File: src/rtl/glyph_stroke_drawer_pkg.sv
// Shared types and tables for the stroke-font glyph drawer: FSM states,
// stroke identifiers and the per-letter stroke masks.
package morse_draw_pkg;

    localparam int GLYPH_W = 5;

    typedef enum logic [1:0] {
        ST_IDLE,
        ST_LOAD,
        ST_STROKE,
        ST_FIN
    } state_t;

    localparam logic [2:0] STK_TOP = 3'd0;
    localparam logic [2:0] STK_MID = 3'd1;
    localparam logic [2:0] STK_BOT = 3'd2;
    localparam logic [2:0] STK_UL  = 3'd3;
    localparam logic [2:0] STK_LL  = 3'd4;
    localparam logic [2:0] STK_UR  = 3'd5;
    localparam logic [2:0] STK_LR  = 3'd6;

    // Bit n set means stroke n is drawn; entries 26..31 render as blank cells.
    localparam logic [6:0] GLYPH_MASK [0:31] = '{
        7'b1111011, 7'b1111111, 7'b0011101, 7'b1111101, 7'b0011111, // A B C D E
        7'b0011011, 7'b1011101, 7'b1111010, 7'b0000101, 7'b1110100, // F G H I J
        7'b1011010, 7'b0011100, 7'b1111001, 7'b1111000, 7'b1111101, // K L M N O
        7'b0111011, 7'b1101011, 7'b1011011, 7'b1001111, 7'b0000001, // P Q R S T
        7'b1111100, 7'b1010100, 7'b1111110, 7'b1111010, 7'b1101110, // U V W X Y
        7'b0110111,                                                 // Z
        7'b0000000, 7'b0000000, 7'b0000000, 7'b0000000, 7'b0000000, 7'b0000000
    };

    function automatic logic [2:0] lowest_stroke(input logic [6:0] m);
        lowest_stroke = 3'd0;
        for (int k = 6; k >= 0; k--) begin
            if (m[k]) lowest_stroke = 3'(k);
        end
    endfunction

endpackage

File: src/rtl/glyph_stroke_drawer_if.sv
// Request/pixel bundle between the decoder FSM (master) and the glyph drawer (slave).
interface glyph_stroke_drawer_if
    import morse_draw_pkg::*;
#(
    parameter int X_W      = 8,
    parameter int Y_W      = 7,
    parameter int COLOUR_W = 3
);
    logic                start;
    logic [GLYPH_W-1:0]  glyph;
    logic                erase;
    logic [X_W-1:0]      origin_x;
    logic [Y_W-1:0]      origin_y;
    logic [COLOUR_W-1:0] colour;
    logic [X_W-1:0]      out_x;
    logic [Y_W-1:0]      out_y;
    logic [COLOUR_W-1:0] out_colour;
    logic                plot;
    logic                busy;
    logic                done;

    modport master (
        output start, glyph, erase, origin_x, origin_y, colour,
        input  out_x, out_y, out_colour, plot, busy, done
    );

    modport slave (
        input  start, glyph, erase, origin_x, origin_y, colour,
        output out_x, out_y, out_colour, plot, busy, done
    );
endinterface

File: src/rtl/glyph_stroke_drawer_stroke_walker.sv
// Pure geometry: maps (stroke id, pixel index, origin) to a screen pixel and
// flags the final pixel of that stroke. Coordinates wrap at the bus widths.
module stroke_walker
    import morse_draw_pkg::*;
#(
    parameter int X_W  = 8,
    parameter int Y_W  = 7,
    parameter int SIZE = 32,
    parameter int IW   = $clog2(SIZE)
) (
    input  logic [2:0]     sid_i,
    input  logic [IW-1:0]  idx_i,
    input  logic [X_W-1:0] ox_i,
    input  logic [Y_W-1:0] oy_i,
    output logic [X_W-1:0] x_o,
    output logic [Y_W-1:0] y_o,
    output logic           last_o
);
    localparam int             HALF   = SIZE / 2;
    localparam logic [X_W-1:0] XLAST  = X_W'(SIZE - 1);
    localparam logic [Y_W-1:0] YHALF  = Y_W'(HALF);
    localparam logic [Y_W-1:0] YLAST  = Y_W'(SIZE - 1);
    localparam logic [IW-1:0]  ILONG  = IW'(SIZE - 1);
    localparam logic [IW-1:0]  ISHORT = IW'(HALF - 1);

    logic [X_W-1:0] ix;
    logic [Y_W-1:0] iy;

    assign ix = X_W'(idx_i);
    assign iy = Y_W'(idx_i);

    // Horizontal strokes span the full cell width, vertical ones half the height.
    always_comb begin
        x_o    = ox_i;
        y_o    = oy_i;
        last_o = (idx_i == ISHORT);
        case (sid_i)
            STK_TOP: begin x_o = ox_i + ix;                          last_o = (idx_i == ILONG); end
            STK_MID: begin x_o = ox_i + ix; y_o = oy_i + YHALF;      last_o = (idx_i == ILONG); end
            STK_BOT: begin x_o = ox_i + ix; y_o = oy_i + YLAST;      last_o = (idx_i == ILONG); end
            STK_UL:  begin                  y_o = oy_i + iy;                                    end
            STK_LL:  begin                  y_o = oy_i + YHALF + iy;                            end
            STK_UR:  begin x_o = ox_i + XLAST; y_o = oy_i + iy;                                 end
            STK_LR:  begin x_o = ox_i + XLAST; y_o = oy_i + YHALF + iy;                         end
            default: ;
        endcase
    end
endmodule

File: src/rtl/glyph_stroke_drawer.sv
// Stroke-font letter renderer: on start, walks the selected glyph's strokes and
// emits one registered pixel per clock, then pulses done.
module glyph_stroke_drawer
    import morse_draw_pkg::*;
#(
    parameter int X_W      = 8,
    parameter int Y_W      = 7,
    parameter int SIZE     = 32,
    parameter int COLOUR_W = 3
) (
    input logic                  clk,
    input logic                  resetn,
    glyph_stroke_drawer_if.slave bus
);
    localparam int IW = $clog2(SIZE);

    state_t              state_q, state_d;
    logic [6:0]          mask_q, mask_d;
    logic [2:0]          sid_q, sid_d;
    logic [IW-1:0]       idx_q, idx_d;
    logic [GLYPH_W-1:0]  glyph_q, glyph_d;
    logic [X_W-1:0]      ox_q, ox_d;
    logic [Y_W-1:0]      oy_q, oy_d;
    logic [COLOUR_W-1:0] col_q, col_d;
    logic [X_W-1:0]      out_x_q, out_x_d;
    logic [Y_W-1:0]      out_y_q, out_y_d;
    logic [COLOUR_W-1:0] out_col_q, out_col_d;
    logic                plot_q, plot_d;
    logic                busy_q, busy_d;
    logic                done_q, done_d;

    logic [6:0]          cur_mask, rest_mask;
    logic [2:0]          cur_sid;
    logic [IW-1:0]       cur_idx;
    logic                emit;
    logic [X_W-1:0]      w_x;
    logic [Y_W-1:0]      w_y;
    logic                w_last;

    stroke_walker #(.X_W(X_W), .Y_W(Y_W), .SIZE(SIZE), .IW(IW)) u_walker (
        .sid_i  (cur_sid),
        .idx_i  (cur_idx),
        .ox_i   (ox_q),
        .oy_i   (oy_q),
        .x_o    (w_x),
        .y_o    (w_y),
        .last_o (w_last)
    );

    // In LOAD the first pixel comes straight from the table so it is plotted on the next edge.
    always_comb begin
        cur_mask = mask_q;
        cur_sid  = sid_q;
        cur_idx  = idx_q;
        if (state_q == ST_LOAD) begin
            cur_mask = GLYPH_MASK[glyph_q];
            cur_sid  = lowest_stroke(cur_mask);
            cur_idx  = '0;
        end
        emit      = ((state_q == ST_LOAD) || (state_q == ST_STROKE)) && (cur_mask != '0);
        rest_mask = cur_mask & ~(7'b1 << cur_sid);
    end

    always_comb begin
        state_d   = state_q;
        mask_d    = mask_q;
        sid_d     = sid_q;
        idx_d     = idx_q;
        glyph_d   = glyph_q;
        ox_d      = ox_q;
        oy_d      = oy_q;
        col_d     = col_q;
        out_x_d   = out_x_q;
        out_y_d   = out_y_q;
        out_col_d = out_col_q;
        plot_d    = 1'b0;
        case (state_q)
            ST_IDLE: begin
                if (bus.start) begin
                    glyph_d = bus.glyph;
                    ox_d    = bus.origin_x;
                    oy_d    = bus.origin_y;
                    col_d   = bus.erase ? '0 : bus.colour;
                    state_d = ST_LOAD;
                end
            end
            ST_LOAD, ST_STROKE: begin
                if (emit) begin
                    out_x_d   = w_x;
                    out_y_d   = w_y;
                    out_col_d = col_q;
                    plot_d    = 1'b1;
                    state_d   = ST_STROKE;
                    // Hand over to the next stroke on the same edge as the last pixel.
                    if (w_last) begin
                        mask_d = rest_mask;
                        sid_d  = lowest_stroke(rest_mask);
                        idx_d  = '0;
                    end else begin
                        mask_d = cur_mask;
                        sid_d  = cur_sid;
                        idx_d  = cur_idx + IW'(1);
                    end
                end else begin
                    state_d = ST_FIN;
                end
            end
            ST_FIN:  state_d = ST_IDLE;
            default: state_d = ST_IDLE;
        endcase
        busy_d = (state_d == ST_LOAD) || (state_d == ST_STROKE);
        done_d = (state_d == ST_FIN);
    end

    always_ff @(posedge clk or negedge resetn) begin
        if (!resetn) begin
            state_q   <= ST_IDLE;
            mask_q    <= '0;
            sid_q     <= '0;
            idx_q     <= '0;
            glyph_q   <= '0;
            ox_q      <= '0;
            oy_q      <= '0;
            col_q     <= '0;
            out_x_q   <= '0;
            out_y_q   <= '0;
            out_col_q <= '0;
            plot_q    <= 1'b0;
            busy_q    <= 1'b0;
            done_q    <= 1'b0;
        end else begin
            state_q   <= state_d;
            mask_q    <= mask_d;
            sid_q     <= sid_d;
            idx_q     <= idx_d;
            glyph_q   <= glyph_d;
            ox_q      <= ox_d;
            oy_q      <= oy_d;
            col_q     <= col_d;
            out_x_q   <= out_x_d;
            out_y_q   <= out_y_d;
            out_col_q <= out_col_d;
            plot_q    <= plot_d;
            busy_q    <= busy_d;
            done_q    <= done_d;
        end
    end

    assign bus.out_x      = out_x_q;
    assign bus.out_y      = out_y_q;
    assign bus.out_colour = out_col_q;
    assign bus.plot       = plot_q;
    assign bus.busy       = busy_q;
    assign bus.done       = done_q;
endmodule

File: src/flat_wrapper.sv
// flat-port wrapper written by rule: the top's interface ports become plain ports
module glyph_stroke_drawer_flat import morse_draw_pkg::*;
#(
    parameter int X_W      = 8,
    parameter int Y_W      = 7,
    parameter int SIZE     = 32,
    parameter int COLOUR_W = 3
)
  (clk, resetn, bus_start, bus_glyph, bus_erase, bus_origin_x, bus_origin_y, bus_colour, bus_out_x, bus_out_y, bus_out_colour, bus_plot, bus_busy, bus_done);
  glyph_stroke_drawer_if #(.X_W(X_W), .Y_W(Y_W), .COLOUR_W(COLOUR_W)) bus_i ();
  input logic clk;
  input logic resetn;
  input wire logic [$bits(bus_i.start)-1:0] bus_start;
  input wire logic [$bits(bus_i.glyph)-1:0] bus_glyph;
  input wire logic [$bits(bus_i.erase)-1:0] bus_erase;
  input wire logic [$bits(bus_i.origin_x)-1:0] bus_origin_x;
  input wire logic [$bits(bus_i.origin_y)-1:0] bus_origin_y;
  input wire logic [$bits(bus_i.colour)-1:0] bus_colour;
  output wire logic [$bits(bus_i.out_x)-1:0] bus_out_x;
  output wire logic [$bits(bus_i.out_y)-1:0] bus_out_y;
  output wire logic [$bits(bus_i.out_colour)-1:0] bus_out_colour;
  output wire logic [$bits(bus_i.plot)-1:0] bus_plot;
  output wire logic [$bits(bus_i.busy)-1:0] bus_busy;
  output wire logic [$bits(bus_i.done)-1:0] bus_done;
  assign bus_i.start = bus_start;
  assign bus_i.glyph = bus_glyph;
  assign bus_i.erase = bus_erase;
  assign bus_i.origin_x = bus_origin_x;
  assign bus_i.origin_y = bus_origin_y;
  assign bus_i.colour = bus_colour;
  assign bus_out_x = bus_i.out_x;
  assign bus_out_y = bus_i.out_y;
  assign bus_out_colour = bus_i.out_colour;
  assign bus_plot = bus_i.plot;
  assign bus_busy = bus_i.busy;
  assign bus_done = bus_i.done;
  glyph_stroke_drawer #(.X_W(X_W), .Y_W(Y_W), .SIZE(SIZE), .COLOUR_W(COLOUR_W)) u_core (.clk(clk), .resetn(resetn), .bus(bus_i));
endmodule
File: config.mk
export PLATFORM = sky130hd
export DESIGN_NAME = glyph_stroke_drawer_flat
export DESIGN_NICKNAME = d
export VERILOG_FILES = /design/src/rtl/glyph_stroke_drawer_pkg.sv /design/src/rtl/glyph_stroke_drawer_if.sv /design/src/rtl/glyph_stroke_drawer_stroke_walker.sv /design/src/rtl/glyph_stroke_drawer.sv /design/src/flat_wrapper.sv
export SDC_FILE = /design/constraint.sdc
export NUM_CORES = 1
export LEC_CHECK = 0
export ABC_AREA = 1
export CAP_MARGIN = 30
export CORE_ASPECT_RATIO = 0.9
export CORE_UTILIZATION = 57
export CTS_BUF_LIST = sky130_fd_sc_hd__clkbuf_16
export DETAILED_ROUTE_END_ITERATION = 7
export PLACE_DENSITY = 0.92
export SLEW_MARGIN = 20
export SYNTH_ARGS = -nofsm -noshare
export SYNTH_HDL_FRONTEND = slang
export SYNTH_SLANG_ARGS = --single-unit
File: constraint.sdc
create_clock -name clk -period 3.4 [get_ports clk]
set_input_delay 0.68 -clock clk [delete_from_list [all_inputs] [get_ports clk]]
set_output_delay 0.68 -clock clk [all_outputs]
set_load 0.02 [all_outputs]
### Word-level counts from Yosys, hierarchy flattened

Memories as Yosys holds them, arrays and structs flattened.
Cells that the tools add are included.

| storage, ports and cells | value |
|---|---|
| output and inout port bits | 21 |
| memories | 1 |
| word-level logic and storage cells | 85 |
| register bits after elaboration | 61 |
| memory bits (read-only) | 224 |

Memory list:

| memory | words | bits a word | read ports | clocked after memory_dff | wr ports | line | RTL |
|---|---|---|---|---|---|---|---|
| (no name shown) | 32 | 7 | 1 | 0 | 0 | glyph_stroke_drawer.sv:56 | `cur_mask = GLYPH_MASK[glyph_q];` |

| operators by class | value |
|---|---|
| shift-type cells | 1 |
| bitwise gates (word level) | 3 |
| equal/unequal tests | 14 |
| multiplexer cells | 31 |
| reductions and logical operators | 13 |
| order comparisons | 1 |
| $add $sub $neg | 7 |

Operators with widths:

| kind | count |
|---|---|
| $mux 3 | 17 |
| $mux 7 | 4 |
| $pmux 7 s4 | 1 |
| $pmux 8 s2 | 1 |
| $add 7x5->7 | 2 |
| $add 7x5->7 const B | 2 |
| $mux 5 | 2 |
| $eq 3x3->1 const B | 3 |
| $add 8x5->8 | 1 |
| $add 8x5->8 const B | 1 |
| $eq 2x2->1 const B | 4 |
| $reduce_or 2->1 | 4 |
| $and 7x7->7 | 1 |
| $not 7->7 | 1 |
| $reduce_bool 7->1 | 1 |
| $shl 1x3->7 const A | 1 |
| $eq 3x2->1 const B | 2 |
| $ge 6x6->1 const B | 1 |
| $not 5->6 | 1 |
| $pmux 2 s3 | 1 |
| $add 5x1->5 const B | 1 |
| $eq 5x4->1 const B | 1 |
| $eq 5x5->1 const B | 1 |
| $eq 2x1->1 const B | 2 |
| other kinds (9) | 14 |

### Logic depth before layout (Yosys ltp)

Gate-level depths: netlist of run 1.

| depth | value |
|---|---|
| depth after elaboration | 23 |
| mapped depth | 26 |
| gate-level depth less buffers | 26 |

### By module

A second synthesis of run 1 with hierarchy kept.

| second synthesis, totals | value |
|---|---|
| cells, all modules | 635 |
| area total of the unflattened synthesis | 4,357.9 um2 |

By module, submodules not included:

| module | area each (um2) | instances | cells an instance | seq. area each (um2) |
|---|---|---|---|---|
| glyph_stroke_drawer | 3,270.6 | 1 | 428 | 1,526.5 |
| stroke_walker | 1,087.3 | 1 | 207 | 0.0 |

### Worst setup path after synthesis of run 1

No wires, ideal clock.

| timing | value |
|---|---|
| path kind | register to register |
| from | register u_core.glyph_q[0] |
| to | register u_core.out_x_q[6] (netlist: u_core.bus.out_x[6]) |
| required time | 3,272 ps |
| arrival | 2,991 ps |
| path slack | 281 ps |
| clock period less this slack | 3,119 ps |
| cell stages (with the launch flop) | 23 |
| cell sequence | dfrtp_1 > inv_1 > ha_1 > inv_1 > nor2_4 > nor2_4 > nor2_2 > inv_1 > nand2_1 > nand2_1 > nand2_1 > nand2_2 > nand2_4 > nor2_4 > a22oi_1 > o21ai_0 > ha_1 > fa_1 > nand4_1 > o211ai_1 > xor2_1 > nand2_1 > a31oi_1 |

| between the ends | value |
|---|---|
| cells in the longest elaborated chain, start to end | 15 |
| elaborated cells between the ends (all ways) | 24 |
| those cells by class | 4 x eq/ne; 12 x mux; 1 x bitwise; 6 x reduce/logical; 1 x memory |

RTL lines:

| item | line | RTL |
|---|---|---|
| start, declared | glyph_stroke_drawer.sv:21 | `logic [GLYPH_W-1:0] glyph_q, glyph_d;` |
| start signal, assigned | glyph_stroke_drawer.sv:136 | `glyph_q <= glyph_d;` |
| $not 5->6 (implied by the code) * | glyph_stroke_drawer.sv:56 |  |
| $mem_v2 32x7 * | - |  |
| $mux 7 (implied by the code) * (2 in series) | glyph_stroke_drawer.sv:56 |  |
| $mux 3 (7 in series) | glyph_stroke_drawer_pkg.sv:36 | `if (m[k]) lowest_stroke = 3'(k);` |
| $mux 3 | glyph_stroke_drawer.sv:55 | `if (state_q == ST_LOAD) begin` |
| $eq 3x2->1 (tied with other cells) | glyph_stroke_drawer_stroke_walker.sv:37 | `case (sid_i)` |
| $reduce_or 3->1 (no source line) / $reduce_or 2->1 (equally long branches) | - |  |
| $pmux 8 s2 | glyph_stroke_drawer_stroke_walker.sv:37 |  |
| end signal, assigned | glyph_stroke_drawer.sv:140 | `out_x_q <= out_x_d;` |
| end, declared | glyph_stroke_drawer.sv:25 | `logic [X_W-1:0] out_x_q, out_x_d;` |

Mark *: on every way between the ends. The rest lies on a longest branch, timed or not. The select of a mux whose other input is x is not followed.
A chain may end at the register's enable or synchronous reset.

### Worst setup path after layout of run 1

| timing | value |
|---|---|
| from | register u_core.glyph_q[0] |
| to | register u_core.out_x_q[2] (netlist: u_core.bus.out_x[2]) |

The elaborated chain is that of the path after synthesis.

==> results.cfg, run 1 <==
[clocking]
clkTransAtPathRegs_ns = 0.06
cts_buffer_depth = 2
clock-sinks = 61
htree_levels = 3
cts_buffers = 9
cts-root-buf = clkbuf_16
cts_tree = built
clock_latency_ns = 0.34

[sta]
setup_viol = 2
finalCritPeriodShare_pct = 104
setup_ws_ns = -0.142
slew_headroom_pct = 56.7
hold_ws_ns = 0.364
final.min_clock_period_ns = 3.54
rsz0062_at_grt = yes
fin_skew_ns = 0.00665
tns_ns = -0.227
max_freq_mhz = 282
drv_slew = 0
tightest_slew_ns = 0.650
hold_viol_final = 0

[yosys]
ys_seq_elements = 61
synth_nets = 629
syn_area_um2 = 4240
synth_cells = 574
synth_top_cell_by_area = dfrtp_1
ys.flop_type = dfrtp_1
yosys_warnings = 0
async_reset_ff_share_pct = 100
synth.top_cell.area_share_pct = 36.0
synthTopCellsByArea = dfrtp_1 (36%), nand2_1 (15%), ha_1 (7.7%), o21ai_0 (5.4%), inv_1 (5.3%)
ys_seq_area_share_pct = 36.0
yosysUniqueCellTypes = 37
avgSynthCellArea_um2 = 7.39
synth-edff-count = 0

[cells_and_area]
final_cell_mix = nand2_1 (161), inv_1 (59), dfrtp_1 (58), clkdlybuf4s50_1 (46), o21ai_0 (40)
drive_above_1_share_pct = 18.0
layout.nets = 694
area_growth_pct = 26.5
fin_area_um2 = 5360
mostFrequentLayoutCell = nand2_1
antenna_cells = 0

[critical_path]
cp-end-kind = register
cp_slowest_cell = dfrtp_2
cp.arrival_ns = 3.77
path_class = register to register
path_max_fanout = 6
cpPeakStageDelay_ns = 0.46
cp_cell_sequence = inv_4 > ha_2 > nand2_1 > nand3_1 > nand2_2 > inv_2 > nor2_4 > nor2_4 > nor2_8 > nor2_4 > a22oi_2 > o21ai_1 > ha_2 > fa_2 > xnor2_1 > nand2_1 > o211ai_1 > nand2_1
crit_required_ns = 3.63
critPathLaunchType = register

[detailed_routing]
detail_route.iter0.violations = 590
drt-wirelength-per-cell_um = 17.9
ant_nets = 0
drt_wl_total_um = 13200
dr_total_vias = 4550
drt_pass1_iterations = 6
drc = 0
routed_via_density = 6.17

[floorplanning]
core_um2 = 7110
std_cell_rows = 29
die_h_um = 83.8
die_x_um = 92.9
die_area_um2 = 7790
io_pins = 48
initial_core_util_pct = 59.6

[global_routing]
overflow = 0
antenna_found_initial = 0
grtUsageTotal_pct = 30.8
grt_pass1_vias = 4118
grt_max_degree = 42
grt_pass1_wl_um = 18900

[place]
dpl_cell_area_um2 = 4830
io_buffers = 47
dp_hpwl_um = 7500
gp_congestion = 0.975
dpl_worst_slack_ns = -0.0906

[status]
violations = setup timing
status = finished with violations

[flow_run]
cap_viol_max_count = 0

[worst_hold_path]
hold_class = input port to asynchronous set/reset pin
-- registers in the layout, summed over array words and instances (netlist names), 3 cells and up --
name                   count
u_core.bus.out_colour      3
u_core.bus.out_x           8
u_core.bus.out_y           7
u_core.col_q               3
u_core.glyph_q             5
u_core.idx_q               5
u_core.mask_q              7
u_core.ox_q                8
u_core.oy_q                7
u_core.sid_q               3
-- cells by family (layout without fill, tap and decap cells) --
kind of cell,Yosys count,in the layout,synth area share [%]
flip-flops,61,61,36.0
AO/OA/AOI/OAI,114,114,14.8
XOR/XNOR,13,13,2.68
adder cells (fa/ha/maj),28,28,8.61
AND/OR/NAND/NOR,269,269,29.2
buffers and inverters,89,159,8.70
-- path summary, 6_finish.rpt --
check	startpoint	end	cells after the start	slack [ns]
worst max-delay path	u_core.glyph_q[0]	u_core.bus.out_x[2]	18	-0.14
worst min-delay path	resetn	u_core.bus.out_x[5]	1	0.36
worst max register to register	u_core.glyph_q[0]	u_core.bus.out_x[2]	18	-0.14
worst min register to register	u_core.bus.out_y[5]	u_core.bus.out_y[5]	2	0.48
max in group asynchronous	resetn	u_core.glyph_q[3]	2	2.12
min in group clk	u_core.bus.out_y[5]	u_core.bus.out_y[5]	2	0.48
-- per-layer routing --
metal / track usage, % / share of wire, % / vias to the layer above
li1: - / - / 1992
met1: 38.8 / 37 / 2080
met2: 50.2 / 47 / 372
met3: 5.46 / 9.7 / 106
met4: 16.1 / 5.7 / 0
met5: 0 / 0 / -
-- cell usage after synthesis, types with 4 or more instances --
master / n
nand2_1: 166
dfrtp_1: 61
inv_1: 60
o21ai_0: 46
nand3_1: 33
nor2_1: 27
ha_1: 26
o21ai_1: 24
a21oi_1: 23
nand2_2: 13
inv_2: 11
xor2_1: 10
buf_2: 8
nor2_4: 7
clkbuf_1: 5
nand2_4: 5
nor2_2: 5
a31oi_1: 4
nand4_1: 4
o211ai_1: 4
-- critical path, delay by kind of cell, from the launching register on --
kind                     cells  cell delay, ns
buffers and inverters        2            0.17
AND/OR/NAND/NOR              9            0.99
adder cells (fa/ha/maj)      3            0.88
AO/OA/AOI/OAI                3            0.57
flip-flops                   1            0.46
XOR/XNOR                     1            0.36
-- what timing repair did --
item	in CTS	in global routing
setup buffers	0	10
setup endpoints to repair	5	6
pin swaps	0	7
resized for setup	2	43
hold buffers	0	0
-- area by class of cell --
class	count	area [um2]
inverters	73	284
fillers	463	1750
repair buffers	70	642
clock buffers	9	225
multi-input cells	424	2470
flip-flops and latches	61	1530
well taps	93	116
clock inverters	7	91.3
-- through the flow --
stage	util [%]	cells
finish	75.4	737
global route	75.4	737
CTS	72.4	727
detailed placement	67.9	711
global placement	67.9	711
floorplan	-	574
Power of run 1 is not shown: default switching activity piles up to over one toggle a cycle in this logic, so the estimate is an artifact.
==> inputs of run 2 (changes only) <==
--- a/config.mk
+++ b/config.mk
@@ -6,6 +6,7 @@
 export NUM_CORES = 1
 export LEC_CHECK = 0
 export ABC_AREA = 1
+export ABC_CLOCK_PERIOD_IN_PS = 3400
 export CAP_MARGIN = 30
 export CORE_ASPECT_RATIO = 0.9
 export CORE_UTILIZATION = 57
==> results of run 2 <==
Same layout as run 1: the final DEF is identical, and so are final timing and power.
Power of run 2 is left out for the same reason.
==> inputs of run 3 (changes only) <==
--- a/config.mk
+++ b/config.mk
@@ -9,10 +9,10 @@
 export ABC_CLOCK_PERIOD_IN_PS = 3400
 export CAP_MARGIN = 30
 export CORE_ASPECT_RATIO = 0.9
-export CORE_UTILIZATION = 57
-export CTS_BUF_LIST = sky130_fd_sc_hd__clkbuf_16
+export CORE_UTILIZATION = 59
+export CTS_BUF_LIST = sky130_fd_sc_hd__clkbuf_8
 export DETAILED_ROUTE_END_ITERATION = 7
-export PLACE_DENSITY = 0.92
+export PLACE_DENSITY = 0.94
 export SLEW_MARGIN = 20
 export SYNTH_ARGS = -nofsm -noshare
 export SYNTH_HDL_FRONTEND = slang
==> constraint.sdc (replaced) <==
create_clock -name clk -period 3.4 [get_ports clk]
set_input_delay 0.68 -clock clk [delete_from_list [all_inputs] [get_ports clk]]
set_output_delay 0.68 -clock clk [all_outputs]
set_load 0.005 [all_outputs]
==> run 3 against run 2 <==
Effect of this change: the run still ends with setup timing left; register-to-register slack improved by 0.05 ns; setup slack improved by 0.046 ns; fmax rose by 1.3%; final area fell by 2.1%; cell count fell by 0.41%; critical path depth rose by 5.
==> results.cfg, run 3 (synthesis results as in run 1) <==
[status]
status = finished with violations
violations = setup timing

[detailed_routing]
drt_wl_total_um = 12700
ant_nets = 0
drt_pass1_iterations = 6
detail_route.iter0.violations = 519
drt-wirelength-per-cell_um = 17.3
drc = 0
dr_total_vias = 4408
routed_via_density = 6.01

[sta]
tightest_slew_ns = 0.684
rsz0062_at_grt = yes
drv_slew = 0
hold_viol_final = 0
setup_ws_ns = -0.0960
hold_ws_ns = 0.356
setup_viol = 3
final.min_clock_period_ns = 3.50
slew_headroom_pct = 54.4
max_freq_mhz = 286
finalCritPeriodShare_pct = 103
fin_skew_ns = 0.0137

[place]
io_buffers = 47
placed_cells = 708
dpl_cell_area_um2 = 4840
dpl_worst_slack_ns = -0.183
dp_hpwl_um = 7800
gp_congestion = 0.938

[floorplanning]
std_cell_rows = 28
die_h_um = 82.4
core_um2 = 6760
die_x_um = 91.4
io_pins = 48
die_area_um2 = 7530
initial_core_util_pct = 62.7

[critical_path]
path_class = register to register
crit_required_ns = 3.63
cp.arrival_ns = 3.73
critPathLaunchType = register
path_max_fanout = 5
cp-end-kind = register

[cells_and_area]
drive_above_1_share_pct = 18.5
final_cells = 734
mostFrequentLayoutCell = nand2_1
antenna_cells = 0
layout.nets = 694
fin_area_um2 = 5250
final_cell_mix = nand2_1 (158), inv_1 (58), dfrtp_1 (57), clkdlybuf4s50_1 (46), o21ai_0 (43)
area_growth_pct = 23.9

[flow_run]
cap_viol_max_count = 0

[clocking]
clock_latency_ns = 0.36
clkTransAtPathRegs_ns = 0.08
cts_buffers = 9
cts-root-buf = clkbuf_8
htree_levels = 3
cts_tree = built
clock-sinks = 61
cts_buffer_depth = 2

[global_routing]
antenna_found_initial = 0
overflow = 0
grt_max_degree = 35
grt_pass1_wl_um = 18300
grt_pass1_vias = 3961
grtUsageTotal_pct = 31.2

[worst_hold_path]
hold_class = input port to asynchronous set/reset pin
-- run 3: per-layer routing --
metal,GRT usage [%],routed length (um)
met1,40.6,4840
met2,51.6,5970
met4,12.4,691
met3,6.96,1170
met5,0,0
-- run 3: area by class of cell --
cell class	instances	area (um2)
inverter	73	287
clock buffer	9	124
fill	410	1510
multi-input combinational	424	2470
clock inverter	7	67.6
tap	90	113
sequential	61	1530
timing repair buffer	70	658
-- run 3: path summary, 6_finish.rpt --
path / slack, ns / from / depth (start not counted) / to
max: -0.1 / u_core.glyph_q[0] / 23 / u_core.bus.out_x[5]
min: 0.36 / resetn / 1 / u_core.col_q[1]
max reg2reg: -0.1 / u_core.glyph_q[0] / 23 / u_core.bus.out_x[5]
min reg2reg: 0.49 / u_core.bus.out_y[6] / 2 / u_core.bus.out_y[6]
max in group asynchronous: 2.39 / resetn / 2 / u_core.bus.out_y[6]
min in group clk: 0.49 / u_core.bus.out_y[6] / 2 / u_core.bus.out_y[6]
-- run 3: critical path, cell delays in order (launching register included) --
cell and delay, ns:
dfrtp_2 0.47, ha_4 0.18, nand2_1 0.08, nand2_1 0.08, nand2_2 0.07, nor2_4 0.16
inv_2 0.06, nand2_4 0.09, inv_2 0.05, nor2_4 0.12, nor2_4 0.07, nor2_8 0.16
nor2_4 0.05, a22oi_2 0.28, nand2_1 0.14, ha_1 0.31, a21oi_1 0.16, nand2_1 0.12
a21oi_1 0.18, inv_1 0.08, a21oi_2 0.16, o21ai_0 0.13, o211ai_1 0.10, nand2_1 0.09
-- run 3: repair_timing --
| action | in CTS | in global routing |
|---|---|---|
| buffers inserted | 2 | 8 |
| setup endpoints to repair | 4 | 7 |
| gates resized for setup | 3 | 41 |
| hold buffers | 0 | 0 |
| gates cloned | 0 | 0 |
| pin swaps | 2 | 11 |
-- run 3: metrics by stage --
stage / TNS (ns) / util [%]
floorplan: 0 / -
detailed placement: -0.379 / 71.7
CTS: 0 / 74.8
global placement: 0 / 71.2
global route: -0.975 / 77.7
finish: -0.170 / 77.7
Power of run 3 is left out for the same reason.
